$ cat src/rtl/pwm_update_ctrl.sv
// Shadow/active configuration controller for the PWM up/down counter.
// Commits are applied at once with a counter restart, or on the next counter wrap.
module pwm_update_ctrl (
  input  logic        clk,
  input  logic        rst,
  input  logic        cfg_wr,
  input  logic [1:0]  cfg_addr,
  input  logic [15:0] cfg_wdata,
  output logic        cfg_ready,
  input  logic [15:0] count_val,
  output logic [15:0] cnt_period,
  output logic [7:0]  cnt_prescale,
  output logic        cnt_upnotdown,
  output logic        cnt_en,
  output logic        cnt_count_reset,
  output logic        commit_pending,
  output logic        commit_done
);

  typedef enum logic [1:0] {IDLE, WAIT_WRAP, APPLY} state_t;

  state_t      state;
  logic [15:0] sh_period;
  logic [2:0]  sh_prescale;
  logic        sh_en;
  logic        sh_upnotdown;
  logic        sh_immediate;
  logic [2:0]  act_prescale;
  logic [15:0] prev_count;
  logic        wrap;
  logic        cfg_acc;

  assign cfg_acc      = cfg_wr && cfg_ready;
  assign cnt_prescale = {5'b0, act_prescale};

  // Wrap is judged against the active (old) direction and period.
  assign wrap = (count_val != prev_count) &&
                (count_val == (cnt_upnotdown ? 16'h0000 : cnt_period));

  always_ff @(posedge clk or posedge rst) begin
    if (rst) begin
      state           <= IDLE;
      sh_period       <= 16'h00FF;
      sh_prescale     <= 3'd0;
      sh_en           <= 1'b0;
      sh_upnotdown    <= 1'b1;
      sh_immediate    <= 1'b0;
      cnt_period      <= 16'h00FF;
      act_prescale    <= 3'd0;
      cnt_upnotdown   <= 1'b1;
      cnt_en          <= 1'b0;
      cnt_count_reset <= 1'b0;
      commit_done     <= 1'b0;
      commit_pending  <= 1'b0;
      cfg_ready       <= 1'b1;
      prev_count      <= 16'h0000;
    end else begin
      prev_count      <= count_val;
      cnt_count_reset <= 1'b0;
      commit_done     <= 1'b0;
      case (state)
        IDLE: begin
          if (cfg_acc) begin
            case (cfg_addr)
              2'd0: sh_period <= cfg_wdata;
              2'd1: sh_prescale <= (cfg_wdata[7:0] > 8'd7) ? 3'd7 : cfg_wdata[2:0];
              2'd2: begin
                sh_en        <= cfg_wdata[0];
                sh_upnotdown <= cfg_wdata[1];
                sh_immediate <= cfg_wdata[2];
              end
              2'd3: begin
                // A stopped or zero-period counter never wraps, so apply directly.
                if (sh_immediate || !cnt_en || (cnt_period == 16'h0000))
                  state <= APPLY;
                else
                  state <= WAIT_WRAP;
                cfg_ready      <= 1'b0;
                commit_pending <= 1'b1;
              end
            endcase
          end
        end
        WAIT_WRAP: begin
          if (wrap) begin
            cnt_period     <= sh_period;
            act_prescale   <= sh_prescale;
            cnt_upnotdown  <= sh_upnotdown;
            cnt_en         <= sh_en;
            commit_done    <= 1'b1;
            commit_pending <= 1'b0;
            cfg_ready      <= 1'b1;
            state          <= IDLE;
          end
        end
        APPLY: begin
          cnt_period      <= sh_period;
          act_prescale    <= sh_prescale;
          cnt_upnotdown   <= sh_upnotdown;
          cnt_en          <= sh_en;
          cnt_count_reset <= 1'b1;
          commit_done     <= 1'b1;
          commit_pending  <= 1'b0;
          cfg_ready       <= 1'b1;
          state           <= IDLE;
        end
        default: state <= IDLE;
      endcase
    end
  end

endmodule

$ cat config.mk
export PLATFORM = sky130hd
export DESIGN_NAME = pwm_update_ctrl
export DESIGN_NICKNAME = d
export VERILOG_FILES = /design/src/rtl/pwm_update_ctrl.sv
export SDC_FILE = /design/constraint.sdc
export NUM_CORES = 1
export LEC_CHECK = 0
export CAP_MARGIN = 20
export CORE_UTILIZATION = 51
export CTS_CLUSTER_DIAMETER = 80
export DETAILED_ROUTE_END_ITERATION = 7
export GPL_TIMING_DRIVEN = 0
export PLACE_DENSITY = 0.85
export SETUP_SLACK_MARGIN = 0.02
export SLEW_MARGIN = 20
export SYNTH_ARGS = -nofsm -noshare
export SYNTH_HDL_FRONTEND = slang
export SYNTH_SLANG_ARGS = --single-unit
$ cat constraint.sdc
create_clock -name clk -period 2.82 [get_ports clk]
set_clock_uncertainty 0.05 [all_clocks]
set_input_delay 0.282 -clock clk [delete_from_list [all_inputs] [get_ports clk]]
set_output_delay 0.282 -clock clk [all_outputs]
set_load 0.05 [all_outputs]
# Yosys cells after proc, flatten, opt, wreduce, memory -nomap -nowiden
# Cells that the tools add are included.
# word_totals
regBits,65
input_bits,37
output_inout_bits,30
elab_cells,68
# classes
magnitude_cmp,1
n_eq_ne,10
muxes,26
n_reduce_logical,16
# ops
cell,count
two-way mux 16 bit,2
one-hot mux 16 bit (2 select lines),1
== test 16 bit,1
zero test 16 bit,1
!= test 16 bit,1
AND reduction 3 bit,4
two-way mux 1 bit,10
greater-than comparator 8 x 3 -> 1 bit (second input constant),1
two-way mux 2 bit,4
== test 2 bit (second input constant),3
two-way mux 3 bit,2
one-hot mux 1 bit (2 select lines),3
one-hot mux 1 bit (3 select lines),2
one-hot mux 3 bit (2 select lines),1
== test 2 x 1 -> 1 bit (second input constant),2
zero test 2 bit,2
!= test 2 bit (second input constant),2
one-hot mux 2 bit (2 select lines),1
AND reduction 4 bit,1
nonzero test 3 bit,1
logical AND 1 bit,2
logical OR 1 bit,2
!= test 2 x 1 -> 1 bit (second input constant),1
AND reduction 2 bit,1
2 further kinds,2

# Depth between registers and ports, before layout
# Gate-level depths: netlist of the first run.
# depth
ltp_word,7
mapped_depth,8
ltp_nobuf,7

# Worst setup path after synthesis of the first run
# No wires, ideal clock.
# synth_path
path_kind,reg-to-reg
startpoint,reg cnt_upnotdown
endpoint,reg act_prescale[0]
setup_time_ps,125
arrival_time_ps,2210
t_required_ps,2645
path_slack_ps,435
stages_incl_launch_ff,8
path_buffers,3
synth_period_minus_slack_ps,2385
cell_sequence,dfstp_2 > buf_2 > buf_6 > o21ai_0 > a221oi_4 > a41oi_4 > buf_6 > mux2_4
# synth_via
elab_chain_len,5
# synth_lines
item,line_no,text
from (decl),13,"output logic cnt_upnotdown,"
from (signal assigned),88,cnt_upnotdown <= sh_upnotdown;
from (signal assigned),99,cnt_upnotdown <= sh_upnotdown;
two-way mux 16 bit,38,(count_val == (cnt_upnotdown ? 16'h0000 : cnt_period));
== test 16 bit,38,
logical AND 1 bit,37,assign wrap = (count_val != prev_count) &&
!= test 2 bit (no source line),-,
AND reduction 2 bit (no source line),-,
to (signal assigned),87,act_prescale <= sh_prescale;
to (signal assigned),98,act_prescale <= sh_prescale;
to (decl),28,logic [2:0] act_prescale;
# No other way between the ends.
# A chain may end at the register's enable or synchronous reset.

# Worst setup path after layout of the first run
# layout_path
startpoint,in count_val[1]
endpoint,reg act_prescale[1]
# layout_via
elab_chain_len,4
elab_cells_between_ends,5
cone_classes,3 x eq/ne; 2 x reduce/logical
# layout_lines
item,line_no,text
from (decl),10,"input logic [15:0] count_val,"
!= test 16 bit / == test 16 bit (equally long branches),"37, 38",
logical AND 1 bit (*),37,
!= test 2 bit (no source line) (*),-,
AND reduction 2 bit (no source line) (*),-,
# Mark *: on every way between the ends. The rest lies on a longest branch, timed or not.

==> summary.md, run 1 <==
| Metric | Value |
|---|---|
| Status | finished, final reports clean |
| Final Cycle Share | 89.52% |
| Hold buffer count at cts | 0 |
| H-tree depth | 3 |
| Crit. Startpoint | count_val[1] |
| Via Count | 2209 |
| Largest family of logic cells by synthesized area | multiplexers |
| Vias in the first global route | 2229 |
| Most frequent cells in the layout | clkdlybuf4s50_1 (61), dfrtp_1 (46), mux2_4 (20), mux2_2 (20) |
| Syn_area_per_cell | 12.96 um^2 |
| Max_cap viols | 0 |
| Hpwl dp | 5028 um |
| Synth Area in XOR/XNOR | 6.542% |
| Chip height | 81.38 um |
| Clk root buf | clkbuf_8 |
| Insertion delay to the later sink of the worst-skew pair | 0.35 ns |
| Post-Synth Simple-Gate Area | 11.10% |
| Post-detailed-route count of antenna-violating nets | 0 |
| CP startpoint kind | primary input |
| TritonCTS buffer count | 9 |
| Reg2Reg Setup Slack | 0.33 ns |
| Crit path DAT | 2.71 ns |
| Port bufs | 61 |
| Slew @ Worst Pin | 1.003 ns |
| Hold Path Class | in2async |
| Die ar. | 6622 um^2 |
| Initial antenna violation count | 0 |
| Max-slew violations | 0 |
| Max Clk Rate | 396.1 MHz |
| Adder-cell share of the synthesized area | 1.168% |
| Post-synthesis sequential area ratio | 51.36% |
| Io pins | 67 |
| Synth Area in Compound Gates | 10.12% |
| Clk buf depth | 2 |
| Capture point of the worst reg-to-reg path | sh_period[8]$_DFFE_PP0P_ |
| Remaining global-route overflow | 0 |
| CP Capture Type | register |
| Total core area | 5991 um^2 |
| Gr usage total | 22.86% |
| Mapped Cells | 248 |
| Commonest non-fill, non-tap cell in the layout | clkdlybuf4s50_1 |
| Cells resized by post-CTS repair | 0 |
| Via density | 5.454 |
| Layout cells sized above 1 | 28.48% |
| Starting density of the core | 53.63% |
| Post-synthesis instance area | 3213 um^2 |
| Routability cong. | 0.8492 |
| Source of the worst register-to-register timing path | state[0]$_DFFE_PP0P_ |
| #FFs+latches synth | 65 |
| WL final | 6744 um |
| Die width | 81.38 um |
| Post-synth EDFFs | 0 |
| Rows | 28 |
| Global-route wire length before repair | 10900 um |
| Register-to-Register Path Depth | 6 |
| Nets | 365 |
| # diodes | 0 |
| RSZ-0062 raised after global routing | no |
| Crit-path max FO | 10 |
| CTS tree | yes |
| CP required | 3.00 ns |
| Worst setup path class | in2reg |
| Routed wire per std cell | 16.65 um |
| Dpl ws | -0.07905 ns |
| Ys flop type | dfrtp_1 |
| Final WS setup | 0.2954 ns |
| Post-layout min period | 2.525 ns |
| Fillers | 441 |
| DRC | 0 |
| Largest net degree at the start of global routing | 38 |
| Setup TNS | 0 ns |
| Clk slew on worst S/H paths | 0.07 ns |
| Yosys warnings | 0 |
| Mux contribution to synthesized area | 16.36% |
| Postcts setup bufs | 0 |
| Final Setup Violations | 0 |
| Power per cell area | 483.8 nW/um^2 |
| Iteration-0 DRC Markers | 148 |
| Final hold viol count | 0 |
| Initial DRT Pass Iterations | 5 |
| Synthesis-to-layout area growth | 30.53% |
| Max_slew headroom | 32.63% |
| Leakage | 1.832 nW |
| Clock Sink Count | 65 |
| Placed inst area | 3955 um^2 |
| Design area | 4194 um^2 |
| Max rail drop VDD | 0.0003803 V |
| Post-synth ARST share | 100.0% |
| Netlist cell types | 48 |
==> layout make-up <==
class / instances / area [um^2] / share of cell area, %
well taps: 75 / 93.84 / 2.237
clock inverters: 4 / 72.57 / 1.730
inverters: 6 / 25.02 / 0.5967
plain buffers: 10 / 81.33 / 1.939
clock buffers: 12 / 166.4 / 3.968
multi-input cells: 171 / 1474 / 35.14
flip-flops and latches: 65 / 1650 / 39.35
repair buffers: 62 / 630.6 / 15.04
==> cell usage after synthesis, drive strengths merged (2+ instances only) <==
cell,n,area [um^2]
o32ai,6,60.06
xnor2,6,52.55
nand2,8,30.03
nor2,19,71.32
nand4b,2,17.52
nor3,5,25.02
nand3,2,10.01
nand4bb,2,22.52
o21ai,7,35.03
o22a,3,26.28
nand4,3,18.77
xor2,18,157.7
and2,2,12.51
mux2,40,525.5
ha,3,37.54
buf,10,81.33
and4bb,2,25.02
nor4,7,43.79
nor4bb,2,20.02
inv,6,22.52
dfrtp,46,1151
dfstp,19,499.2
o21a,4,30.03
o311ai,2,17.52
a31oi,5,31.28
a41oi,2,36.29
or2,3,21.28
==> sequential cells by signal, summed over array words and instances (netlist names) <==
signal / cells
cnt_period: 16
prev_count: 16
sh_period: 16
act_prescale: 3
sh_prescale: 3
state: 2
cfg_ready: 1
cnt_count_reset: 1
cnt_en: 1
cnt_upnotdown: 1
commit_done: 1
commit_pending: 1
sh_en: 1
sh_immediate: 1
sh_upnotdown: 1
==> routing by layer <==
metal  vias to the layer above  track usage [%]  routed length (um)
met2                        56            36.17                3283
met5                         -                0                   0
met4                         0            11.61                 138
met3                        11            4.494                 300
met1                      1090            29.78                3022
li1                       1052                -                   -
==> worst max-delay path by stage <==
stage / endpoint
2_1_floorplan: act_prescale[0]$_DFFE_PP0P_
3_3_place_gp: commit_pending$_DFFE_PP0P_
5_1_grt: sh_period[8]$_DFFE_PP0P_
6_report: act_prescale[1]$_DFFE_PP0P_
4_1_cts: cnt_period[13]$_DFFE_PP0P_
3_5_place_dp: cnt_period[8]$_DFFE_PP0P_
==> worst max-delay path, stage by stage <==
cell             delay (ns)
clkdlybuf4s50_1        0.53
xor2_1                 0.19
nor4_1                 0.45
nand4_1                0.19
and2_1                 0.27
a41oi_4                0.25
buf_6                  0.23
mux2_4                 0.31
==> cell families (layout without fill, tap and decap cells) <==
family,after synthesis,in the layout
other cells,1,5
buf+inv,16,94
compound gates,37,37
mux,40,40
fa+ha+maj,3,3
flops,65,65
simple gates,62,62
xor+xnor,24,24
==> metrics by stage <==
stage          std cells  utilization [%]  hold slack (ns)  power (mW)
2_1_floorplan        252                -           0.2634       1.033
3_3_place_gp         388            65.64           0.4336       1.109
3_5_place_dp         389            66.02           0.4447       1.118
4_1_cts              405            70.01           0.2209       2.047
5_1_grt              405            70.01           0.2582       2.099
6_report             405            70.01           0.2219       2.029
==> where the power goes <==
part	switching, mW	internal (mW)
Sequential	0.00487	0.945
Combinational	0.0783	0.0724
Clock	0.354	0.574
No activity file was read; power rests on OpenSTA's default activity.
==> run 2, diff against run 1 <==
--- a/config.mk
+++ b/config.mk
@@ -10,7 +10,8 @@
 export CTS_CLUSTER_DIAMETER = 80
 export DETAILED_ROUTE_END_ITERATION = 7
 export GPL_TIMING_DRIVEN = 0
-export PLACE_DENSITY = 0.85
+export PLACE_DENSITY = 0.8
+export REMOVE_ABC_BUFFERS = 1
 export SETUP_SLACK_MARGIN = 0.02
 export SLEW_MARGIN = 20
 export SYNTH_ARGS = -nofsm -noshare
==> summary.md, run 2 (synthesized netlist as in run 1, its figures left out) <==
| Metric | Value |
|---|---|
| Register-to-Register Path Depth | 7 |
| Fillers | 447 |
| Reg2Reg Setup Slack | 0.18 ns |
| Routed wire per std cell | 17.18 um |
| RSZ-0062 raised after global routing | no |
| Die ar. | 6622 um^2 |
| Final Setup Violations | 0 |
| Commonest non-fill, non-tap cell in the layout | clkdlybuf4s50_1 |
| CP Capture Type | register |
| Via density | 5.688 |
| Biggest regs | cnt_period (16), prev_count (16), sh_period (16) |
| Starting density of the core | 53.63% |
| Largest net degree at the start of global routing | 59 |
| Hpwl dp | 4776 um |
| Synthesis-to-layout area growth | 29.01% |
| Iteration-0 DRC Markers | 160 |
| Max_cap viols | 0 |
| Hold buffer count at cts | 0 |
| # diodes | 0 |
| Max rail drop VDD | 0.0003117 V |
| Crit-path max FO | 22 |
| Port bufs | 61 |
| Capture point of the worst reg-to-reg path | act_prescale[1]$_DFFE_PP0P_ |
| Max Clk Rate | 379.0 MHz |
| Clk slew on worst S/H paths | 0.06 ns |
| Die width | 81.38 um |
| Routability cong. | 0.8686 |
| Io pins | 67 |
| Worst setup endpoint | act_prescale[1]$_DFFE_PP0P_ |
| Post-detailed-route count of antenna-violating nets | 0 |
| Crit. Startpoint | cnt_upnotdown$_DFFE_PP1P_ |
| Total core area | 5991 um^2 |
| DRC | 0 |
| Remaining global-route overflow | 0 |
| Rows | 28 |
| Chip height | 81.38 um |
| Leakage | 1.790 nW |
| Most frequent cells in the layout | clkdlybuf4s50_1 (61), dfrtp_1 (46), mux2_4 (20), mux2_2 (20), nor2_1 (19) |
| Crit path DAT | 2.82 ns |
| Via Count | 2281 |
| Final hold viol count | 0 |
| Source of the worst register-to-register timing path | cnt_upnotdown$_DFFE_PP1P_ |
| Clk root buf | clkbuf_8 |
| H-tree depth | 3 |
| Initial antenna violation count | 0 |
| Layout cells sized above 1 | 27.61% |
| Worst setup path class | reg2reg |
| Gr usage total | 23.36% |
| Post-layout min period | 2.639 ns |
| Vias in the first global route | 2184 |
| Fin util | 69.19% |
| Nets | 361 |
| Crit-path slowest cell | dfstp_4 |
| Worst path buffer plus inverter count | 1 |
| Max_slew headroom | 63.95% |
| Insertion delay to the later sink of the worst-skew pair | 0.34 ns |
| Clk buf depth | 2 |
| Global-route wire length before repair | 11010 um |
| Max-slew violations | 0 |
| Largest delay contributor family on the critical path | compound AO/OA/AOI/OAI gates |
| Clock Sink Count | 65 |
| Worst path cell trace | o21ba_1 -> o32ai_1 -> o32ai_2 -> a221oi_4 -> a41oi_4 -> buf_12 -> mux2_4 |
| Max stage delay on crit path | 0.74 ns |
| Power per cell area | 427.9 nW/um^2 |
| WL final | 6889 um |
| Slew @ Worst Pin | 0.5391 ns |
| Status | finished, final reports clean |
| Final Cycle Share | 93.56% |
| TritonCTS buffer count | 9 |
| Total chip power | 1.774 mW |
| Levels on crit path | 7 |
| Hold Path Class | in2async |
| CP required | 3.00 ns |
| Initial DRT Pass Iterations | 4 |
| CP startpoint kind | register |
| CTS tree | yes |
## run 2: cell count changes in the layout (fill, tap and decap cells not counted), sizes merged
cell	delta
buf	-5
a41oi	+1
clkinv	+3
bufinv	-2
clkinvlp	-1
## run 2: per-layer routing
metal,track usage (%),part of all wire (%)
met2,36.08,49
met5,0,0
met4,10.54,2.3
met1,31.28,43
met3,5.281,5.7
## run 2: area by class of cell
class	count	area [um^2]	share of cell area (%)
clock inverter	4	20.02	0.4829
inverter	6	25.02	0.6037
multi-input combinational	172	1506	36.34
clock buffer	12	145.1	3.501
sequential	65	1654	39.90
tap	75	93.84	2.264
timing repair buffer	67	700.7	16.90
## run 2: worst min-delay path by stage
| stage | cells past startpoint | to | slack [ns] |
|---|---|---|---|
| after floorplan | 0 | prev_count[0]$_DFF_PP0_ | 0.26 |
| after global placement | 1 | cnt_period[9]$_DFFE_PP0P_ | 0.43 |
| after detailed placement | 1 | cnt_period[12]$_DFFE_PP0P_ | 0.44 |
| after CTS | 2 | sh_period[8]$_DFFE_PP0P_ | 0.12 |
| after global routing | 2 | sh_period[8]$_DFFE_PP0P_ | 0.12 |
| final | 2 | sh_period[8]$_DFFE_PP0P_ | 0.12 |
## run 2: per-stage QoR
stage	setup WS, ns	hold slack, ns	cells	setup TNS (ns)	instance area, um^2
after global routing	0.02446	0.1190	401	0	4145
after floorplan	0.08097	0.2634	242	0	3147
final	0.1815	0.1214	401	0	4145
after detailed placement	-0.4244	0.4408	381	-8.162	3901
after global placement	-0.4118	0.4344	378	-20.64	3851
after CTS	0.06129	0.1176	400	0	4121
## run 2: worst reg2reg max path: cells and delay by family, from the launching register on
family	cells	cell delay, ns
AOI/OAI and AO/OA	5	1.23
muxes	1	0.30
DFF	1	0.74
buffers and inverters	1	0.20
## run 2: timing repair
action,in CTS,in global routing
buffers inserted,2,1
gates resized for setup,1,1
pin swaps,1,1
gates cloned,1,0
endpoints found under the setup margin,21,22
## run 2: where the power goes
| part | switching [mW] | leakage (nW) | total (mW) | internal (mW) |
|---|---|---|---|---|
| Combinational | 0.0783 | 0.897 | 0.147 | 0.0688 |
| Sequential | 0.00513 | 0.803 | 0.951 | 0.945 |
| Clock | 0.339 | 0.0899 | 0.676 | 0.337 |
